==> src/rtl/mc8051_opnd_pipe.sv <==
// Registered ALU operand / memory address selector with valid/ready output and a one-entry skid buffer.
// Optional write-back forwarding into the shadow registers is enabled by defining MC8051_OPND_FWD_EN.
module mc8051_opnd_pipe #(
    parameter int ADDR_W = 16,
    parameter int NUM_SX = 4
) (
    input  logic                  i_clk,
    input  logic                  i_rst_n,
    input  logic                  i_flush,
    input  logic                  i_vld,
    output logic                  o_rdy,
    input  logic [3:0]            i_alu_in0_sel,
    input  logic [3:0]            i_alu_in1_sel,
    input  logic [2:0]            i_alu_incy_sel,
    input  logic [3:0]            i_addr_sel,
    input  logic [7:0]            i_s2_data_buf,
    input  logic [7:0]            i_s3_data_buf,
    input  logic [8*NUM_SX-1:0]   i_sx,
    input  logic [NUM_SX-1:0]     i_sbit,
    input  logic [ADDR_W-1:0]     i_pc,
    input  logic                  i_rs0_q,
    input  logic                  i_rs1_q,
`ifdef MC8051_OPND_FWD_EN
    input  logic                  i_wb_vld,
    input  logic [3:0]            i_wb_sx_idx,
    input  logic [7:0]            i_wb_data,
`endif
    output logic                  o_vld,
    input  logic                  i_rdy,
    output logic [7:0]            o_alu_in0,
    output logic [7:0]            o_alu_in1,
    output logic                  o_alu_in_cy,
    output logic [ADDR_W-1:0]     o_mem_addr,
    output logic                  o_addr_wrap
);

    localparam int SX1 = (NUM_SX > 1) ? 1 : 0;

    typedef struct packed {
        logic [7:0]        in0;
        logic [7:0]        in1;
        logic              cy;
        logic [ADDR_W-1:0] addr;
        logic              wrap;
    } pay_t;

    logic [8*NUM_SX-1:0] w_sx;
    logic [ADDR_W:0]     w_sum;
    pay_t                w_new;
    pay_t                r_out;
    pay_t                r_skid;
    logic                r_o_vld;
    logic                r_skid_vld;
    logic                r_rdy;
    logic                w_accept;
    logic                w_advance;

    // Shadow registers as seen by every select path, after any same-cycle write-back.
    always_comb begin
        w_sx = i_sx;
`ifdef MC8051_OPND_FWD_EN
        for (int k = 0; k < NUM_SX; k++) begin
            if (i_wb_vld && (i_wb_sx_idx == 4'(k)))
                w_sx[8*k +: 8] = i_wb_data;
        end
`endif
    end

    function automatic logic [7:0] f_opnd(input logic [3:0] sel, input logic [8*NUM_SX-1:0] sx);
        logic [7:0] r;
        r = 8'h00;
        case (sel)
            4'h0: r = i_s2_data_buf;
            4'h1: r = i_s3_data_buf;
            4'h2: r = i_pc[7:0];
            4'h3: r = i_pc[15:8];
            4'hE: r = 8'h01;
            4'hF: r = 8'hFF;
            default: begin
                for (int k = 0; k < NUM_SX; k++) begin
                    if (sel == 4'(k + 4))
                        r = sx[8*k +: 8];
                end
            end
        endcase
        return r;
    endfunction

    // NOTE: every always_comb output gets a default before the case, so no path can infer a latch.
    always_comb begin
        w_new.in0  = f_opnd(i_alu_in0_sel, w_sx);
        w_new.in1  = f_opnd(i_alu_in1_sel, w_sx);
        w_new.cy   = 1'b0;
        w_new.addr = '0;
        w_new.wrap = 1'b0;
        w_sum      = '0;

        if (i_alu_incy_sel == 3'd6)
            w_new.cy = 1'b1;
        for (int k = 0; k < NUM_SX; k++) begin
            if (k < 8 && i_alu_incy_sel == 3'(k))
                w_new.cy = i_sbit[k];
        end

        case (i_addr_sel)
            4'h0, 4'h1, 4'h2, 4'h3, 4'h4, 4'h5, 4'h6, 4'h7:
                w_new.addr = ADDR_W'({i_rs1_q, i_rs0_q, i_addr_sel[2:0]});
            4'h8: w_new.addr = i_pc;
            4'h9: w_new.addr = ADDR_W'({i_s3_data_buf, i_s2_data_buf});
            4'hA: begin
                w_sum      = (ADDR_W+1)'({i_s3_data_buf, w_sx[7:0]}) + (ADDR_W+1)'(i_s2_data_buf);
                w_new.addr = w_sum[ADDR_W-1:0];
                w_new.wrap = w_sum[ADDR_W];
            end
            4'hB: begin
                w_sum      = {1'b0, i_pc} + (ADDR_W+1)'(i_s2_data_buf);
                w_new.addr = w_sum[ADDR_W-1:0];
                w_new.wrap = w_sum[ADDR_W];
            end
            4'hC: w_new.addr = ADDR_W'(i_s2_data_buf);
            // Bit-addressable space: low half maps into bytes 0x20..0x2F, high half into SFR bytes.
            4'hD: w_new.addr = i_s2_data_buf[7] ? ADDR_W'({i_s2_data_buf[7:3], 3'b000})
                                                : ADDR_W'(8'h20 + {4'b0000, i_s2_data_buf[6:3]});
            4'hE: w_new.addr = ADDR_W'(w_sx[8*SX1 +: 8]);
            default: w_new.addr = '0;
        endcase
    end

    assign w_accept  = i_vld && r_rdy;
    assign w_advance = !r_o_vld || i_rdy;

    // o_rdy is a pure register: it falls only when the skid entry fills, never from i_rdy directly.
    always_ff @(posedge i_clk or negedge i_rst_n) begin
        if (!i_rst_n) begin
            r_out      <= '0;
            r_skid     <= '0;
            r_o_vld    <= 1'b0;
            r_skid_vld <= 1'b0;
            r_rdy      <= 1'b1;
        end else if (i_flush) begin
            r_o_vld    <= 1'b0;
            r_skid_vld <= 1'b0;
            r_rdy      <= 1'b1;
        end else if (w_advance) begin
            if (r_skid_vld) begin
                r_out      <= r_skid;
                r_o_vld    <= 1'b1;
                r_skid_vld <= 1'b0;
                r_rdy      <= 1'b1;
            end else if (w_accept) begin
                r_out   <= w_new;
                r_o_vld <= 1'b1;
            end else begin
                r_o_vld <= 1'b0;
            end
        end else if (w_accept) begin
            r_skid     <= w_new;
            r_skid_vld <= 1'b1;
            r_rdy      <= 1'b0;
        end
    end

    assign o_rdy       = r_rdy;
    assign o_vld       = r_o_vld;
    assign o_alu_in0   = r_out.in0;
    assign o_alu_in1   = r_out.in1;
    assign o_alu_in_cy = r_out.cy;
    assign o_mem_addr  = r_out.addr;
    assign o_addr_wrap = r_out.wrap;

endmodule

==> config.mk <==
export PLATFORM = sky130hd
export DESIGN_NAME = mc8051_opnd_pipe
export DESIGN_NICKNAME = d
export VERILOG_FILES = /design/src/rtl/mc8051_opnd_pipe.sv
export SDC_FILE = /design/constraint.sdc
export NUM_CORES = 1
export LEC_CHECK = 0
export BUFFER_PORTS_ARGS = -buffer_cell sky130_fd_sc_hd__buf_2
export CORE_ASPECT_RATIO = 2
export CORE_MARGIN = 2
export CORE_UTILIZATION = 41
export CTS_CLUSTER_DIAMETER = 150
export DETAILED_ROUTE_END_ITERATION = 10
export GPL_TIMING_DRIVEN = 1
export PLACE_DENSITY = 0.75
export SLEW_MARGIN = 10
export SYNTH_ARGS = -nofsm -noshare
export SYNTH_HDL_FRONTEND = slang
export SYNTH_SLANG_ARGS = --single-unit
==> constraint.sdc <==
create_clock -name i_clk -period 2.05 [get_ports i_clk]
set_clock_uncertainty 0.1 [all_clocks]
set_input_delay 0.205 -clock i_clk [delete_from_list [all_inputs] [get_ports i_clk]]
set_output_delay 0.205 -clock i_clk [all_outputs]
set_load 0.005 [all_outputs]
### Yosys cells after proc, flatten, opt, wreduce, memory -nomap -nowiden

Index checks and enable logic that the tools add are counted.
W data, S select, Z words.

* mux-type cells: 31
* bitwise gates (word level): 2
* order comparisons: 0
* shift operators: 0
* equality and inequality tests: 37
* multiply operators: 0
* add/sub/neg operators: 3
* reduce and logical (&&, ||, !) cells: 14
* divide/modulo/power cells: 0

Operators with widths (count)
* $pmux W16 S8: 1
* $pmux W8 S6: 2
* $mux W8: 9
* $mux W34: 2
* $eq A4 B3 Y1 const B: 12
* $eq A4 B4 Y1 const B: 11
* $add A16 B8 Y17: 2
* $eq A4 B2 Y1 const B: 6
* $mux W1: 16
* $eq A4 B1 Y1 const B: 3
* $logic_not A4 Y1: 3
* $reduce_or A8 Y1: 1
* $add A6 B4 Y7 const A: 1
* $eq A3 B2 Y1 const B: 2
* $reduce_and A3 Y1: 2
* $reduce_bool A2 Y1: 2
* $eq A3 B1 Y1 const B: 1
* $eq A3 B3 Y1 const B: 1
* $logic_not A3 Y1: 1
* $ne A3 B3 Y1 const B: 1
* $reduce_bool A3 Y1: 1
* $not A1 Y1: 2
* $pmux W1 S2: 1
* $reduce_and A2 Y1: 1
* other kinds (3): 3

* bits in latches: 0
* logic and storage cells: 100
* bits in registers: 71
* memory bits (read-only): 0
* memories kept: 0
* output and inout bits: 36
* RAM bits: 0

### Longest topological paths before layout

Gate-level depths: netlist of the first run.

* depth after elaboration: 8
* gate-level depth with buffers: 10
* gate-level depth less buffers: 10

### Worst setup path before layout of the first run

No wires, ideal clock.

* path type: input -> register
* from: input port i_s2_data_buf[0]
* to: register r_out (netlist bit o_mem_addr[14])
* cell stages on the path: 10
* data arrival time: 2060 ps
* library setup time: 83 ps
* slack: -193 ps
* buffers on the path: 0
* cell sequence: ha_1 > inv_1 > fa_1 > nand2b_1 > a211oi_2 > nor2_1 > nor2_1 > mux2_2 > o211a_1 > o21ai_0

* longest elaborated chain between the ends: 4
* elaborated cells on any way between the ends: 5
* those cells by class: add/sub (2); mux (3)

RTL lines
* from (decl): RTL line 16 `input logic [7:0] i_s2_data_buf,`
* $add A16 B8 Y17 (on tied branches): RTL line 116, 111
* $pmux W16 S8 *: RTL line 105 `case (i_addr_sel)`
* $mux W34 *: RTL line 150 `end else if (w_accept) begin`
* $mux W34 *: RTL line 145 `if (r_skid_vld) begin`
* to (signal assigned): RTL line 146 `r_out <= r_skid;`
* to (signal assigned): RTL line 151 `r_out <= w_new;`
* to (decl): RTL line 50 `pay_t r_out;`

Mark *: on every way between the ends. The rest lies on a longest branch, timed or not. The select of a mux whose other input is x is not followed.
A chain may end at the register's enable or synchronous reset.

### Worst setup path in the final report of the first run

* from: input port i_s2_data_buf[1]
* to: register r_out (netlist bit o_mem_addr[15])

The elaborated chain is that of the path after synthesis.

==> impl_metrics.py, run 1 <==
metrics = {
    "yosys": {
        "synth_edf_count": 0,
        "ys_async_sr_fraction": 1.00,
        "ys_ff_latch": 71,
        "synth_cell_type_count": 64,
        "synth_area_mm2": 0.00585,
        "syn-num-nets": 839,
        "synthCells": 731,
        "syn_avg_cell_area_um2": 8.00,
        "synthFlopType": "dfrtp_1",
        "synth_compound_area_frac": 0.299,
        "synth_seq_area_share": 0.304,
        "synth-adder-area-share": 0.0411,
        "synth.mux.area_fraction": 0.0821,
        "synthSimpleGateAreaFrac": 0.196,
        "ys_warn_count": 0,
        "yosys.area_share.xor_xnor": 0.0359,
        "synth_top_family_by_area": "compound AO/OA/AOI/OAI gates",
    },
    "clock_tree": {
        "clk_pin_slew_ns": 0.06,
        "cts_made_buffers": 9,
        "h-tree-depth": 3,
        "root_buffer": "clkbuf_16",
        "clock_latency_ns": 0.33,
        "clkSinkCount": 71,
        "cts_tree": "built",
        "cts.path.max_buffers": 2,
    },
    "layout": {
        "layout-drive-gt1-share": 0.325,
        "n_antenna_cell": 0,
        "syn2layout_area_growth_pct": 36.8,
        "fill_cells": 1353,
        "nets": 1044,
        "finish.instance_area_mm2": 0.00800,
    },
    "route": {
        "via_per_inst": 6.04,
        "ant_nets": 0,
        "drt_wl_total_um": 24300,
        "drc_errors": 0,
        "avgRoutedWirePerCell_um": 21.5,
        "num_vias": 6825,
        "drt_iter0_drc": 476,
        "first_pass_iters": 5,
    },
    "power": {
        "p_leak_nw": 3.71,
        "power-per-cell-area_mw_per_mm2": 631,
        "power.total_mw": 5.05,
        "vdd_drop_max_uv": 349,
    },
    "worst_setup_path": {
        "r2r_cells": 6,
        "setup.worst_path.start_class": "primary input",
        "arrival_ns": 2.15,
        "path_class": "in2reg",
        "crit_fanout": 5,
        "required_ns": 2.17,
        "critPathCaptureType": "register",
    },
    "global_route": {
        "grtUsageTotal": 0.314,
        "grt_max_degree": 56,
        "antenna_found_initial": 0,
        "grt.overflow.total": 0,
        "grt_pass1_vias": 6757,
        "grt_pass1_wl_um": 35900,
    },
    "run": {
        "maxCapViolCount": 0,
    },
    "min_path": {
        "holdPathStages": 4,
        "hp-class": "in2reg",
    },
    "die": {
        "io_pins": 126,
        "fp.dieH_um": 173,
        "rows": 61,
        "core_area_mm2": 0.0139,
        "die_w_um": 88.5,
        "start_util": 0.421,
        "die_area_mm2": 0.0153,
    },
    "placed_design": {
        "portBuffers": 125,
        "place.detailed.hpwl_um": 19500,
        "placedInstanceArea_mm2": 0.00742,
        "gp_congestion": 1.07,
    },
    "sta": {
        "maxSlewViolCount": 0,
        "rsz0062_at_grt": "yes",
        "fmax_mhz": 493,
        "setup_violations": 0,
        "worst_pin_slew_ns": 0.677,
        "fin_crit_sh": 0.989,
        "period_minus_slack_ns": 2.03,
        "hold_viol": 0,
        "slew_headroom": 0.548,
    },
    "status": {
        "status": "complete, no violations",
    },
}
-- flip-flops by register name (all words and copies together) (netlist names) --
name         flops
r_skid          34
o_mem_addr      16
o_alu_in0        8
o_alu_in1        8
o_addr_wrap      1
o_alu_in_cy      1
o_rdy            1
o_vld            1
r_skid_vld       1
-- where the power goes --
group / switching (mW) / internal (mW)
clock: 0.592 / 0.942
combinational: 0.937 / 0.765
sequential: 0.145 / 1.66
-- layout by cell type, fill, tap and decap left out, drive strengths merged, types with 7 or more instances in the layout --
cell type / n
nand3: 11
xnor2: 11
inv: 15
a221o: 9
o22ai: 14
nor3: 12
nand4: 7
a21oi: 61
a21o: 9
a31oi: 8
nor2: 44
clkbuf: 11
mux2: 10
ha: 16
o211ai: 14
o21a: 9
mux2i: 30
nand2: 99
buf: 238
nand2b: 10
xor2: 13
dfrtp: 70
nor2b: 21
and3: 16
a22oi: 19
a211oi: 16
o21ai: 87
-- synth_stat cells (2+ instances only) --
master,number,area share
o21ai_0,74,0.063
o21ai_2,2,0.0030
fa_1,2,0.0068
o22ai_1,14,0.015
o211ai_1,14,0.018
or3_1,4,0.0043
a32oi_1,4,0.0060
o32ai_1,3,0.0045
nor2b_1,21,0.022
xnor2_1,11,0.016
buf_1,4,0.0026
nor2_1,43,0.028
o21a_1,9,0.012
ha_1,16,0.034
mux4_2,3,0.012
and3_1,16,0.017
o211a_1,2,0.0034
mux2i_1,30,0.051
a211oi_1,15,0.019
a221oi_1,5,0.0075
a21o_1,9,0.012
inv_1,14,0.0090
buf_4,2,0.0026
buf_2,10,0.0086
a22oi_1,19,0.024
a31oi_1,8,0.0086
a221o_1,9,0.015
nand2_1,99,0.064
dfrtp_1,70,0.30
xor2_1,13,0.019
nor3b_1,2,0.0026
clkbuf_1,30,0.019
and2_1,5,0.0053
nor3_1,12,0.010
a41oi_1,2,0.0030
nand4_1,7,0.0075
nand2b_1,10,0.011
o21ai_1,11,0.0094
nand3_1,11,0.0094
mux2_2,10,0.019
a21oi_1,61,0.052
o221ai_1,3,0.0045
-- timing repair --
action | CTS | global route
hold endpoints to repair | 20 | 0
cloned | 0 | 0
resized for setup | 12 | 33
setup buffers | 0 | 7
pin swaps | 9 | 29
setup endpoints to repair | 14 | 22
hold buffers | 2 | 0
-- stage by stage --
| step | instances | utilization | hold WS (ns) | setup WS [ns] | setup TNS [ns] |
|---|---|---|---|---|---|
| after floorplan | 731 | - | -0.191 | -0.0215 | -0.0428 |
| after detailed placement | 1106 | 0.534 | 0.0972 | -0.493 | -9.48 |
| after CTS | 1124 | 0.562 | 0.120 | 0.0140 | 0 |
| final | 1130 | 0.576 | 0.140 | 0.0225 | 0 |
| after global placement | 1106 | 0.534 | 0.0954 | -0.429 | -8.48 |
| after global routing | 1130 | 0.576 | 0.175 | -0.0487 | -0.163 |
-- final timing paths --
path	startpoint	to	slack [ns]
worst min register to register	r_skid[5]$_DFFE_PN0P_	r_skid[5]$_DFFE_PN0P_	0.37
worst max-delay path	i_s2_data_buf[1]	o_mem_addr[15]$_DFFE_PN0P_	0.02
worst max register to register	o_rdy$_DFFE_PN1P_	o_mem_addr[6]$_DFFE_PN0P_	0.18
worst min-delay path	i_vld	o_rdy$_DFFE_PN1P_	0.14
min in group asynchronous	i_rst_n	r_skid[11]$_DFFE_PN0P_	0.28
max in group asynchronous	i_rst_n	o_alu_in_cy$_DFFE_PN0P_	0.94
-- worst max-delay path: stages --
cell and delay (ns):
buf_4 0.14, ha_1 0.33, a211oi_2 0.08, buf_4 0.15, o21ai_4 0.15, a41oi_4 0.18, buf_4 0.18, o311a_1 0.29
a211oi_2 0.22, and2_1 0.15, o21ai_1 0.05
-- layer usage --
layer / up-vias / GRT usage / share of wire
met5: - / 0 / 0
met4: 0 / 0.305 / 0.12
met3: 158 / 0.0463 / 0.055
met2: 358 / 0.524 / 0.51
met1: 3195 / 0.313 / 0.32
li1: 3114 / - / -
-- logic make-up (layout without fill, tap and decap cells) --
family	after synthesis	in the layout
xor+xnor	24	24
flops	71	71
fa+ha+maj	18	18
buf+inv	61	271
simple gates	240	240
compound gates	274	274
mux	43	43
-- final cells by class --
class / instances / area (um^2) / area share
flip-flops and latches: 71 / 1780 / 0.222
inverters: 15 / 58.8 / 0.00735
well taps: 189 / 236 / 0.0296
multi-input cells: 599 / 4050 / 0.507
repair buffers: 240 / 1580 / 0.198
clock buffers: 11 / 233 / 0.0291
clock inverters: 5 / 58.8 / 0.00735
No activity file was read; power rests on OpenSTA's default activity.
==> inputs of run 2 (changes only) <==
Settings changed: CELL_PAD_IN_SITES_DETAIL_PLACEMENT set to 1, CELL_PAD_IN_SITES_GLOBAL_PLACEMENT set to 2, CORE_UTILIZATION 41 to 29, PLACE_DENSITY 0.75 to 0.87.
==> run 2 against run 1 <==
Worst setup slack got worse by 0.0018 ns; non-clock buffer count rose by 29; flip-flop and latch count did not move; sequential power barely moved; design area rose by 4.7%; largest cell class unchanged; count of clock-buffer cells in the layout rose by 2; critical path type unchanged; via count fell by 0.26%; highest routed layer unchanged; sequential share of layout area fell by 1.0 points; power rose by 1.1%; fmax barely moved; die area rose by 40%.
==> impl_metrics.py, run 2 (synthesis gave the netlist of run 1 again) <==
metrics = {
    "worst_setup_path": {
        "crit_family": "compound AO/OA/AOI/OAI gates",
        "setup.worst_path.start_class": "primary input",
        "arrival_ns": 2.19,
        "reg2reg_slack_ns": 0.17,
        "crit_chain": "buf_8 > ha_4 > inv_2 > fa_2 > nand2b_4 > a21oi_4 > o21ai_4 > buf_6 > or3_4 > o21ai_4 > a211oi_2 > o21ai_1",
        "path_class": "in2reg",
        "cp.depth": 12,
        "cp-startpoint": "i_s2_data_buf[0]",
        "reg2reg_from": "o_rdy$_DFFE_PN1P_",
        "path_buf_inv": 3,
        "crit_fanout": 4,
        "crit_slowest_cell": "or3_4",
        "cpPeakStageDelay_ns": 0.37,
        "required_ns": 2.21,
        "critPathCaptureType": "register",
        "worst_path_most_repeated_cell": "o21ai_4",
        "r2r_cells": 5,
        "r2r_end": "o_addr_wrap$_DFFE_PN0P_",
    },
    "run": {
        "maxCapViolCount": 0,
    },
    "route": {
        "first_pass_iters": 5,
        "num_vias": 6807,
        "drt_wl_total_um": 27100,
        "via_per_inst": 5.53,
        "avgRoutedWirePerCell_um": 22.0,
        "drc_errors": 0,
        "drt_iter0_drc": 324,
        "ant_nets": 0,
    },
    "die": {
        "rows": 73,
        "fp.dieH_um": 205,
        "io_pins": 126,
        "die_w_um": 104,
        "die_area_mm2": 0.0214,
        "core_area_mm2": 0.0198,
        "start_util": 0.295,
    },
    "min_path": {
        "holdPathStages": 4,
        "worstHoldStart": "i_vld",
        "hp-class": "in2reg",
        "holdPathEnd": "o_rdy$_DFFE_PN1P_",
    },
    "sta": {
        "period_minus_slack_ns": 2.03,
        "fin_tns_setup_ns": 0,
        "maxSlewViolCount": 0,
        "hold_viol": 0,
        "slew_headroom": 0.647,
        "worst_slack_ns": 0.0208,
        "setup_violations": 0,
        "rsz0062_at_grt": "yes",
        "fmax_mhz": 493,
        "fin_crit_sh": 0.990,
        "worst_pin_slew_ns": 0.526,
        "fin_hold_ws_ns": 0.125,
    },
    "placed_design": {
        "place.detailed.hpwl_um": 22300,
        "gp_congestion": 0.970,
        "portBuffers": 125,
        "dp_slack_ns": -0.602,
    },
    "clock_tree": {
        "clkSinkCount": 71,
        "cts_made_buffers": 9,
        "h-tree-depth": 3,
        "root_buffer": "clkbuf_16",
        "clock_latency_ns": 0.34,
        "cts_tree": "built",
        "clk_pin_slew_ns": 0.06,
        "cts.path.max_buffers": 2,
    },
    "global_route": {
        "grt_max_degree": 56,
        "grt_pass1_vias": 7271,
        "grtUsageTotal": 0.252,
        "grt.overflow.total": 0,
        "antenna_found_initial": 0,
        "grt_pass1_wl_um": 41000,
    },
    "layout": {
        "layout-drive-gt1-share": 0.364,
        "top_register": "r_skid",
        "largest_register_ff_count": 34,
        "n_antenna_cell": 0,
        "finish.utilization": 0.423,
        "syn2layout_area_growth_pct": 43.2,
        "final_common_cell": "buf_4",
        "nets": 1073,
        "fill_cells": 2425,
        "final_cell_mix": "buf_4 (134), buf_2 (120), nand2_1 (97)",
    },
    "status": {
        "status": "complete, no violations",
    },
    "power": {
        "p_leak_nw": 3.85,
        "power-per-cell-area_mw_per_mm2": 609,
        "vdd_drop_max_uv": 441,
    },
}
run 2: what timing repair did:
| action | 4_1_cts | 5_1_grt |
|---|---|---|
| pin swaps | 19 | 21 |
| buffers inserted | 6 | 4 |
| endpoints found under the hold margin | 15 | 0 |
| hold buffers | 2 | 0 |
| resized for setup | 34 | 42 |
| setup endpoints to repair | 16 | 26 |
run 2: worst min-delay path, stage by stage:
cell and delay, ns:
buf_2 0.12, nor2b_1 0.05, o22ai_1 0.11, nand2b_1 0.07
run 2: per-stage QoR:
step                      cell area, um^2  power (mW)  cells
after CTS                            8170        5.08   1228
after global routing                 8380        5.39   1232
after global placement               7700        3.51   1204
after detailed placement             7700        3.55   1204
final                                8380        5.10   1232
after floorplan                      5900        2.62    731
run 2: cell type report:
type,instances,area (um^2),share of cell area
Multi-Input combinational cell,599,4110,0.491
Timing Repair Buffer,269,1820,0.217
Sequential cell,71,1780,0.212
Tap cell,262,328,0.0391
Clock buffer,13,260,0.0311
Inverter,15,60.1,0.00717
Clock inverter,3,17.5,0.00209
run 2: report_power, final:
group | switching (mW) | leakage [nW] | internal, mW
registers | 0.139 | 0.917 | 1.66
clock network | 0.577 | 0.136 | 0.881
logic | 1.01 | 2.80 | 0.834
total | 1.72 | 3.85 | 3.38
run 2: how the worst max path moves through the flow:
| stage | end | slack [ns] |
|---|---|---|
| after floorplan | o_mem_addr[14]$_DFFE_PN0P_ | -0.02 |
| after global placement | r_skid[8]$_DFFE_PN0P_ | -0.59 |
| after detailed placement | r_skid[7]$_DFFE_PN0P_ | -0.60 |
| after CTS | o_addr_wrap$_DFFE_PN0P_ | -0.02 |
| after global routing | r_skid[15]$_DFFE_PN0P_ | -0.07 |
| final | o_mem_addr[12]$_DFFE_PN0P_ | 0.02 |
run 2: routing by layer:
metal,global-route usage,up-vias,wire length (um)
li1,-,3167,-
met1,0.237,3304,9100
met2,0.490,238,14800
met3,0.0280,98,1000
met4,0.188,0,2210
met5,0,-,0
==> inputs of run 3 (changes only) <==
Settings changed: MAX_ROUTING_LAYER set to met4.
==> run 3 against run 2 <==
Flip-flop and latch count unchanged; final cell count down 0.57%; critical path type unchanged; combinational power about the same; critical path depth down 2; wire length up 1.0%; sequential share of layout area up 0.21 points.
==> impl_metrics.py, run 3 (synthesis gave the netlist of run 1 again) <==
metrics = {
    "route": {
        "via_per_inst": 5.59,
        "num_vias": 6844,
        "first_pass_iters": 5,
        "drt_iter0_drc": 296,
        "avgRoutedWirePerCell_um": 22.4,
        "dr_wl_met2_um": 14600,
        "drc_errors": 0,
        "drt_wl_total_um": 27400,
        "wl_met1_um": 9010,
        "ant_nets": 0,
        "met3_length_um": 960,
        "top_layer_used": "met4",
    },
    "worst_setup_path": {
        "required_ns": 2.17,
        "worst_path_most_repeated_cell": "nor2_1",
        "path_class": "in2reg",
        "crit_slowest_cell": "ha_1",
        "cpPeakStageDelay_ns": 0.39,
        "setup.worst_path.start_class": "primary input",
        "crit_fanout": 6,
        "critPathCaptureType": "register",
        "arrival_ns": 2.16,
        "r2r_cells": 6,
        "crit_chain": "buf_2 > ha_1 > a21oi_2 > o211ai_1 > buf_4 > nor2_1 > nor2_1 > xnor2_1 > o221ai_2 > a221o_1",
    },
    "sta": {
        "worst_pin_slew_ns": 0.618,
        "rsz0062_at_grt": "yes",
        "maxSlewViolCount": 0,
        "fmax_mhz": 490,
        "fin_tns_setup_ns": 0,
        "hold_viol": 0,
        "period_minus_slack_ns": 2.04,
        "slew_headroom": 0.588,
        "worst_slack_ns": 0.0102,
        "setup_violations": 0,
        "fin_crit_sh": 0.995,
    },
    "run": {
        "maxCapViolCount": 0,
    },
    "global_route": {
        "grt.overflow.total": 0,
        "antenna_found_initial": 0,
        "grt_max_degree": 62,
        "grt_pass1_vias": 7249,
        "grt_pass1_wl_um": 40800,
        "grtUsageTotal": 0.261,
    },
    "die": {
        "io_pins": 126,
        "fp.dieH_um": 205,
        "rows": 73,
        "core_area_mm2": 0.0198,
        "start_util": 0.295,
        "die_w_um": 104,
        "die_area_mm2": 0.0214,
    },
    "min_path": {
        "hp-class": "in2reg",
        "holdPathStages": 4,
    },
    "layout": {
        "syn2layout_area_growth_pct": 41.8,
        "nets": 1066,
        "top_register": "r_skid",
        "layout-drive-gt1-share": 0.358,
        "final_common_cell": "buf_4",
        "final_cell_mix": "buf_4 (132), buf_2 (120), nand2_1 (97)",
        "largest_register_ff_count": 34,
        "seq_area_mm2": 0.00178,
        "multi_input_area_mm2": 0.00411,
        "fill_cells": 2440,
        "n_antenna_cell": 0,
    },
    "clock_tree": {
        "cts.path.max_buffers": 2,
        "root_buffer": "clkbuf_16",
        "clk_pin_slew_ns": 0.06,
        "cts_made_buffers": 9,
        "h-tree-depth": 3,
        "clock_latency_ns": 0.35,
        "clkSinkCount": 71,
        "cts_tree": "built",
    },
    "placed_design": {
        "portBuffers": 125,
        "gp_congestion": 1.02,
        "dp_slack_ns": -0.511,
        "place.detailed.hpwl_um": 22700,
    },
    "power": {
        "p_leak_nw": 3.82,
        "power-per-cell-area_mw_per_mm2": 613,
        "vdd_drop_max_uv": 428,
    },
    "status": {
        "status": "complete, no violations",
    },
}
==> run 3: cell count changes in the layout (fill, tap and decap cells not counted), sizes merged <==
cell	previous run	this run
buf	267	260
clkinvlp	2	3
clkbuf	13	9
clkinv	2	4
inv	14	15
==> run 3: what timing repair did <==
| item | in CTS | in global routing |
|---|---|---|
| endpoints found under the setup margin | 21 | 27 |
| endpoints found under the hold margin | 32 | 0 |
| pin swaps | 5 | 16 |
| resized for setup | 14 | 43 |
| hold buffers | 2 | 0 |
| setup buffers | 0 | 3 |
==> run 3: layer usage <==
layer | global-route usage | vias up
met5 | - | -
met4 | 0.230 | 0
met3 | 0.0229 | 138
met2 | 0.487 | 261
met1 | 0.231 | 3297
li1 | - | 3148
==> run 3: critical path, delay by kind of cell <==
kind            cells  cell delay [ns]
compound gates      4             0.81
fa+ha+maj           1             0.39
buf+inv             2             0.33
xor+xnor            1             0.22
simple gates        2             0.21
==> run 3: cell type report <==
| type | count | share of cell area |
|---|---|---|
| multi-input combinational | 599 | 0.496 |
| sequential | 71 | 0.214 |
| timing repair buffer | 262 | 0.210 |
| tap | 262 | 0.0395 |
| clock buffer | 9 | 0.0271 |
| inverter | 15 | 0.00679 |
| clock inverter | 7 | 0.00603 |
==> run 3: worst paths after layout <==
path,slack (ns),startpoint,endpoint
min reg2reg,0.37,o_mem_addr[2]$_DFFE_PN0P_,o_mem_addr[2]$_DFFE_PN0P_
min,0.12,i_vld,o_rdy$_DFFE_PN1P_
max in group asynchronous,1.02,i_rst_n,o_alu_in0[4]$_DFFE_PN0P_
min in group asynchronous,0.20,i_rst_n,o_mem_addr[10]$_DFFE_PN0P_
max,0.01,i_s2_data_buf[7],o_mem_addr[11]$_DFFE_PN0P_
max reg2reg,0.19,o_rdy$_DFFE_PN1P_,o_mem_addr[0]$_DFFE_PN0P_
==> run 3: where the power goes <==
part	leakage [nW]	total, mW	switching (mW)	internal [mW]
Sequential	0.917	1.80	0.138	1.66
Clock	0.127	1.44	0.628	0.817
Combinational	2.77	1.84	1.01	0.825
Total	3.82	5.09	1.78	3.31
==> run 3: metrics by stage <==
step,area (um^2),power (mW),hold WS [ns],instances,utilization
2_1_floorplan,5900,2.62,-0.191,731,-
3_3_place_gp,7720,3.49,-0.00349,1205,0.390
3_5_place_dp,7720,3.56,-0.00391,1205,0.390
4_1_cts,8090,5.04,0.110,1223,0.408
5_1_grt,8300,5.36,0.134,1225,0.419
6_report,8300,5.09,0.117,1225,0.419
